$ cat src/rtl/max_finder_pkg.sv
// Shared types and constants for the streaming maximum finder.
// The optional tie counter is enabled with MAX_FINDER_TIE_COUNT_EN.
package max_finder_pkg;

  localparam int SAMPLE_W = 4;

  typedef enum logic [1:0] {
    IDLE = 2'd0,
    RUN  = 2'd1,
    DONE = 2'd2
  } state_t;

endpackage

$ cat src/rtl/max_finder_comparator.sv
// Unsigned 4-bit magnitude comparator feeding the max_finder update path.
module four_bit_comparator
  import max_finder_pkg::*;
(
  input  logic [SAMPLE_W-1:0] x,
  input  logic [SAMPLE_W-1:0] y,
  output logic                o_gt,
  output logic                o_eq
);

  assign o_gt = (x > y);
  assign o_eq = (x == y);

endmodule

$ cat src/rtl/max_finder.sv
// Streaming frame maximum finder: reports the max sample and its first index.
// Define MAX_FINDER_TIE_COUNT_EN to add the out_ties port and tie counter.
module max_finder
  import max_finder_pkg::*;
#(
  parameter  int FRAME_LEN = 8,
  localparam int IDX_W     = $clog2(FRAME_LEN)
) (
  input  logic                clk,
  input  logic                rst,
  input  logic                start,
  input  logic                in_valid,
  output logic                in_ready,
  input  logic [SAMPLE_W-1:0] in_data,
  output logic                out_valid,
  input  logic                out_ready,
  output logic [SAMPLE_W-1:0] out_max,
  output logic [IDX_W-1:0]    out_idx
`ifdef MAX_FINDER_TIE_COUNT_EN
  ,
  output logic [IDX_W-1:0]    out_ties
`endif
);

  localparam logic [IDX_W-1:0] LAST = IDX_W'(FRAME_LEN - 1);

  state_t                state;
  logic [SAMPLE_W-1:0]   max_q;
  logic [IDX_W-1:0]      idx_q;
  logic [IDX_W-1:0]      cnt_q;
  logic                  cmp_gt;
  logic                  xfer;

`ifdef MAX_FINDER_TIE_COUNT_EN
  logic                  cmp_eq;
  logic [IDX_W-1:0]      ties_q;
`endif

  four_bit_comparator u_cmp (
    .x    (in_data),
    .y    (max_q),
    .o_gt (cmp_gt),
`ifdef MAX_FINDER_TIE_COUNT_EN
    .o_eq (cmp_eq)
`else
    .o_eq ()
`endif
  );

  assign xfer    = in_valid && in_ready;
  assign out_max = max_q;
  assign out_idx = idx_q;
`ifdef MAX_FINDER_TIE_COUNT_EN
  assign out_ties = ties_q;
`endif

  // Only a strict greater-than replaces the max, so the first occurrence keeps its index.
  always_ff @(posedge clk or posedge rst) begin
    if (rst) begin
      state     <= IDLE;
      in_ready  <= 1'b0;
      out_valid <= 1'b0;
      max_q     <= '0;
      idx_q     <= '0;
      cnt_q     <= '0;
`ifdef MAX_FINDER_TIE_COUNT_EN
      ties_q    <= '0;
`endif
    end else begin
      case (state)
        IDLE: begin
          if (start) begin
            state    <= RUN;
            in_ready <= 1'b1;
            cnt_q    <= '0;
          end
        end
        RUN: begin
          if (xfer) begin
            if (cnt_q == '0) begin
              max_q  <= in_data;
              idx_q  <= '0;
`ifdef MAX_FINDER_TIE_COUNT_EN
              ties_q <= '0;
`endif
            end else if (cmp_gt) begin
              max_q  <= in_data;
              idx_q  <= cnt_q;
`ifdef MAX_FINDER_TIE_COUNT_EN
              ties_q <= '0;
            end else if (cmp_eq) begin
              if (ties_q != LAST) ties_q <= ties_q + 1'b1;
`endif
            end
            // The counter parks on the last index instead of wrapping.
            if (cnt_q == LAST) begin
              state     <= DONE;
              in_ready  <= 1'b0;
              out_valid <= 1'b1;
            end else begin
              cnt_q <= cnt_q + 1'b1;
            end
          end
        end
        DONE: begin
          if (out_ready) begin
            state     <= IDLE;
            out_valid <= 1'b0;
          end
        end
        default: begin
          state     <= IDLE;
          in_ready  <= 1'b0;
          out_valid <= 1'b0;
        end
      endcase
    end
  end

endmodule

$ cat config.mk
export PLATFORM = sky130hd
export DESIGN_NAME = max_finder
export DESIGN_NICKNAME = d
export VERILOG_FILES = /design/src/rtl/max_finder_pkg.sv /design/src/rtl/max_finder_comparator.sv /design/src/rtl/max_finder.sv
export SDC_FILE = /design/constraint.sdc
export NUM_CORES = 1
export LEC_CHECK = 0
export CORE_MARGIN = 2
export CORE_UTILIZATION = 51
export CTS_CLUSTER_DIAMETER = 40
export CTS_CLUSTER_SIZE = 25
export DETAILED_ROUTE_END_ITERATION = 7
export GPL_TIMING_DRIVEN = 1
export PLACE_DENSITY = 0.77
export SYNTH_ARGS = -nofsm -noshare
export SYNTH_HDL_FRONTEND = slang
export SYNTH_SLANG_ARGS = --single-unit
$ cat constraint.sdc
create_clock -name clk -period 3 [get_ports clk]
set_input_delay 0.3 -clock clk [delete_from_list [all_inputs] [get_ports clk]]
set_output_delay 0.3 -clock clk [all_outputs]
set_load 0.02 [all_outputs]
==> results <==
- The final critical path takes up a little over two thirds of the cycle.
- The number of antenna violations at the first check in global routing is 0.
- The filler cell count in the final layout is 120.
- The synthesized design contains 0 enable-type register cells.
- After legalization and detailed placement, the total HPWL measured roughly 1100 µm.
- In this run the power spent charging and discharging nets is 415 µW.
- For this design the ratio of total power to cell area is 1070 nW/µm².
- The top cell type by total area after synthesis is sky130_fd_sc_hd__dfrtp_1.
- The worst setup path is launched from a primary input.
- The number of placed instances, taps included, is 101.
- The first global-routing pass estimated 2550 µm of wire.
- Setup repair after global routing left no endpoint under its margin.
- Synthesis produced 70 cells.
- The first TritonRoute pass finished after 4 iterations.
- The min-delay analysis places its worst path in the category in -> async.
- The quantity of hold-fixing buffers added after cts is 0.
- At the later pin of the worst-skew pair, clock insertion delay measures 270 ps.
- The total power draw is approximately 1.1 mW.
- The number of antenna diodes in the final layout is 0.
- The worst setup path is captured at a flop.
- The maximum root-to-sink buffer count is 2.
- The cell chosen for the clock root is sky130_fd_sc_hd__clkbuf_4.
- In the synthesized netlist the dominant register cell turns out to be sky130_fd_sc_hd__dfrtp_1.
- In this run switching power makes up 39.4% of total power.
- Setup violations remaining at the end of the flow were counted as 0.
- The die footprint is between 1500 and 2000 µm².
- The DRC marker count from the first detailed-route iteration is 9.
- The filler-free cell count of the finished design is 104.
- For this run, the top clock speed supported by timing is 0.480 GHz.
- In the routed design, unresolved DRC markers number 0.
- The accumulated negative setup slack is 0 ps.
- The shortest clock period the worst path allows after layout is 2080 ps.
- Of the cells placed in the final design, the portion with a size suffix greater than 1 is 15.9%.
- Detailed routing inserted a total of just under 600 vias.
- The sequential group share of total power is 35.0%.
- The critical path in this run is classified as in -> reg.
- For the pin with the worst max-slew slack, the measured transition is ~540 ps.
- The via count of the first global-routing pass is 599.
- The share of synthesized area occupied by flip-flops and latches is a little under half.
- The initial utilization of the core area, before any placement, comes to 52.7%.
- Max-cap violations in this run came to 0.
- Averaged over all synthesized cells, the footprint is 11.1 µm².
- Of the post-synthesis cell area, the dominant cell type holds a little under half.
- VDD sags by at most 0.474 mV.
- Data arrives at the worst endpoint at 2240 ps.
- The internal power component is 639 µW.
- In this run the remaining antenna-violating nets after routing total 0.
- The Yosys step of the flow raised 0 warnings.
- The net count after synthesis is 86.
- Sorting the synthesized cells by area gives the leading types as sky130_fd_sc_hd__dfrtp_1 (45%), sky130_fd_sc_hd__mux2_2 (13%), sky130_fd_sc_hd__ha_1 (11%).
- Clock tree synthesis inserted a total of 3 buffers.
- Combinational logic is responsible for around 55% of the overall power.
- For the worst setup path, the data required time is 3160 ps.
- The number of setup buffers added after CTS is 0.
- Across the routed clock network, the largest skew measured is 2.16 ps.
- Entering global routing, the biggest net connects 15 pins.
- The maximum fanout along the worst path is 7.
- The clock network is responsible for about 9.8% of the overall power.
- From bottom edge to top edge, the die measures 43 µm.
- The sum of overflow across all layers after global routing is 0.
- The final net count is 106.
- Using the TritonRoute via totals, the vias-per-cell ratio works out to between 5 and 6.
- The TritonCTS clock tree is yes.
- The run finished with clean final reports.
- The TritonCTS sink count is 14.
- The area used by multi-input combinational logic is about 380 µm².
- After floorplanning, the core was sized to cover 1470 µm².
- The count of standard-cell rows is 14.
- Relative to the synthesized area, the layout overhead comes to 26.5%.
- CTS built an H-tree with a depth of 1.
- After routing the design area is 981 µm².
- Buffers placed on the I/O ports in this run total 17.
- The synthesized design contains 14 register bits.
- The final max-slew violation count is 0.
- Once placement finished, the instance area stood at 958 µm².
- For this design the static power due to leakage is roughly 0.45 nW.
- The chip width is 43 µm.
- After synthesis, the share of flip-flops with an asynchronous set or reset is between 90% and 100%.
- The total routing usage reported by global routing is about a fifth.
- In the final routed layout, each cell accounts on average for 14.0 µm.
- 18 I/O pins were placed.
- The clock slew seen by the registers of the worst setup and hold paths is 80 ps.
- In this run the tightest slew margin relative to its limit is between 60 and 70%.
- The final count of hold timing violations was 0.
- Summing every instance area after synthesis gives 776 µm².
- Wires add up to 1450 µm.
- The unique cell type count in the Yosys netlist is 21.
- The congestion estimate from routability-driven global placement came to 0.787.
- The sequential cells in the finished layout cover a total of 350 µm².
- In this run, post-CTS repair resized a total of 0 instances.
[cells in the mapped netlist, types with 2 or more instances]
master and instances:
sky130_fd_sc_hd__nand2_1 2, sky130_fd_sc_hd__a22o_1 5, sky130_fd_sc_hd__ha_1 7, sky130_fd_sc_hd__clkbuf_1 2
sky130_fd_sc_hd__dfrtp_1 14, sky130_fd_sc_hd__nor2_1 8, sky130_fd_sc_hd__mux2_2 9, sky130_fd_sc_hd__inv_1 10
[cell type report]
cell class | count | area share [%]
Multi-Input combinational cell | 44 | 38.8
Clock buffer | 3 | 2.30
Tap cell | 16 | 2.04
Sequential cell | 14 | 35.7
Timing Repair Buffer | 17 | 17.3
Inverter | 10 | 3.83
[flip-flops by register name, summed over array words and instances (netlist names)]
name	flops
out_valid	1
out_idx	3
state	2
in_ready	1
cnt_q	3
out_max	4
[power groups by stage]
stage | registers (mW) | logic (mW) | clock network, mW
after floorplan | 0.418 | 0.326 | 0
final | 0.368 | 0.581 | 0.103
after global placement | 0.363 | 0.565 | 0
after detailed placement | 0.370 | 0.587 | 0
after CTS | 0.367 | 0.589 | 0.107
after global routing | 0.381 | 0.639 | 0.113
[kinds of logic (layout without fill, tap and decap cells)]
family                     count (synthesis)  after routing  share of synthesized area [%]
AOI/OAI and AO/OA                         12             12                           14.7
adders and majority gates                  7              7                           11.3
buffers and inverters                     12             30                           5.81
DFF                                       14             14                           45.2
muxes                                      9              9                           13.1
and+or+nand+nor                           16             16                           10.0
[path summary, 6_finish.rpt]
check / end / cells after the start / slack [ps] / from
max: out_idx[0] / 6 / 920 / in_data[1]
min: out_valid / 2 / 360 / rst
max reg2reg: out_idx[0] / 6 / 920 / cnt_q[0]
min reg2reg: out_idx[1] / 1 / 520 / out_idx[1]
max in group asynchronous: out_max[2] / 2 / 2290 / rst
min in group clk: out_idx[1] / 1 / 520 / out_idx[1]
[cell usage in the layout, fill, tap and decap left out, drive strengths merged]
| cell | synthesis | final |
|---|---|---|
| clkdlybuf4s50 | 0 | 17 |
| dfrtp | 14 | 14 |
| inv | 10 | 10 |
| mux2 | 9 | 9 |
| nor2 | 8 | 8 |
| ha | 7 | 7 |
| a22o | 5 | 5 |
| clkbuf | 2 | 3 |
| nand2 | 2 | 2 |
| nor2b | 2 | 2 |
| o211ai | 1 | 1 |
| a211oi | 1 | 1 |
| nand4 | 1 | 1 |
| nand3 | 1 | 1 |
| a2111oi | 1 | 1 |
| nand4b | 1 | 1 |
| a21o | 1 | 1 |
| a21oi | 1 | 1 |
| a2bb2oi | 1 | 1 |
| o22ai | 1 | 1 |
| nor3 | 1 | 1 |
[worst max-delay path, cell delays in order]
cell	delay (ps)
sky130_fd_sc_hd__clkdlybuf4s50_1	430
sky130_fd_sc_hd__ha_1	310
sky130_fd_sc_hd__nor2b_1	130
sky130_fd_sc_hd__o211ai_1	120
sky130_fd_sc_hd__a2111oi_4	540
sky130_fd_sc_hd__mux2_2	400
[stage by stage]
step           utilization (%)  setup WS (ps)  hold WS [ps]
3_3_place_gp              65.1            666           494
6_report                  66.7            917           357
2_1_floorplan                -            993           189
4_1_cts                   66.7            915           371
5_1_grt                   66.7            777           448
3_5_place_dp              65.1            624           505
[metal layers]
metal	GRT usage (%)	vias to the layer above	part of all wire (%)
met5	0	-	0
met4	7.27	0	1.2
met3	3.83	4	4.1
met2	32.7	14	51
met1	23.0	275	43
li1	-	290	-
No activity file was read; power rests on OpenSTA's default activity.
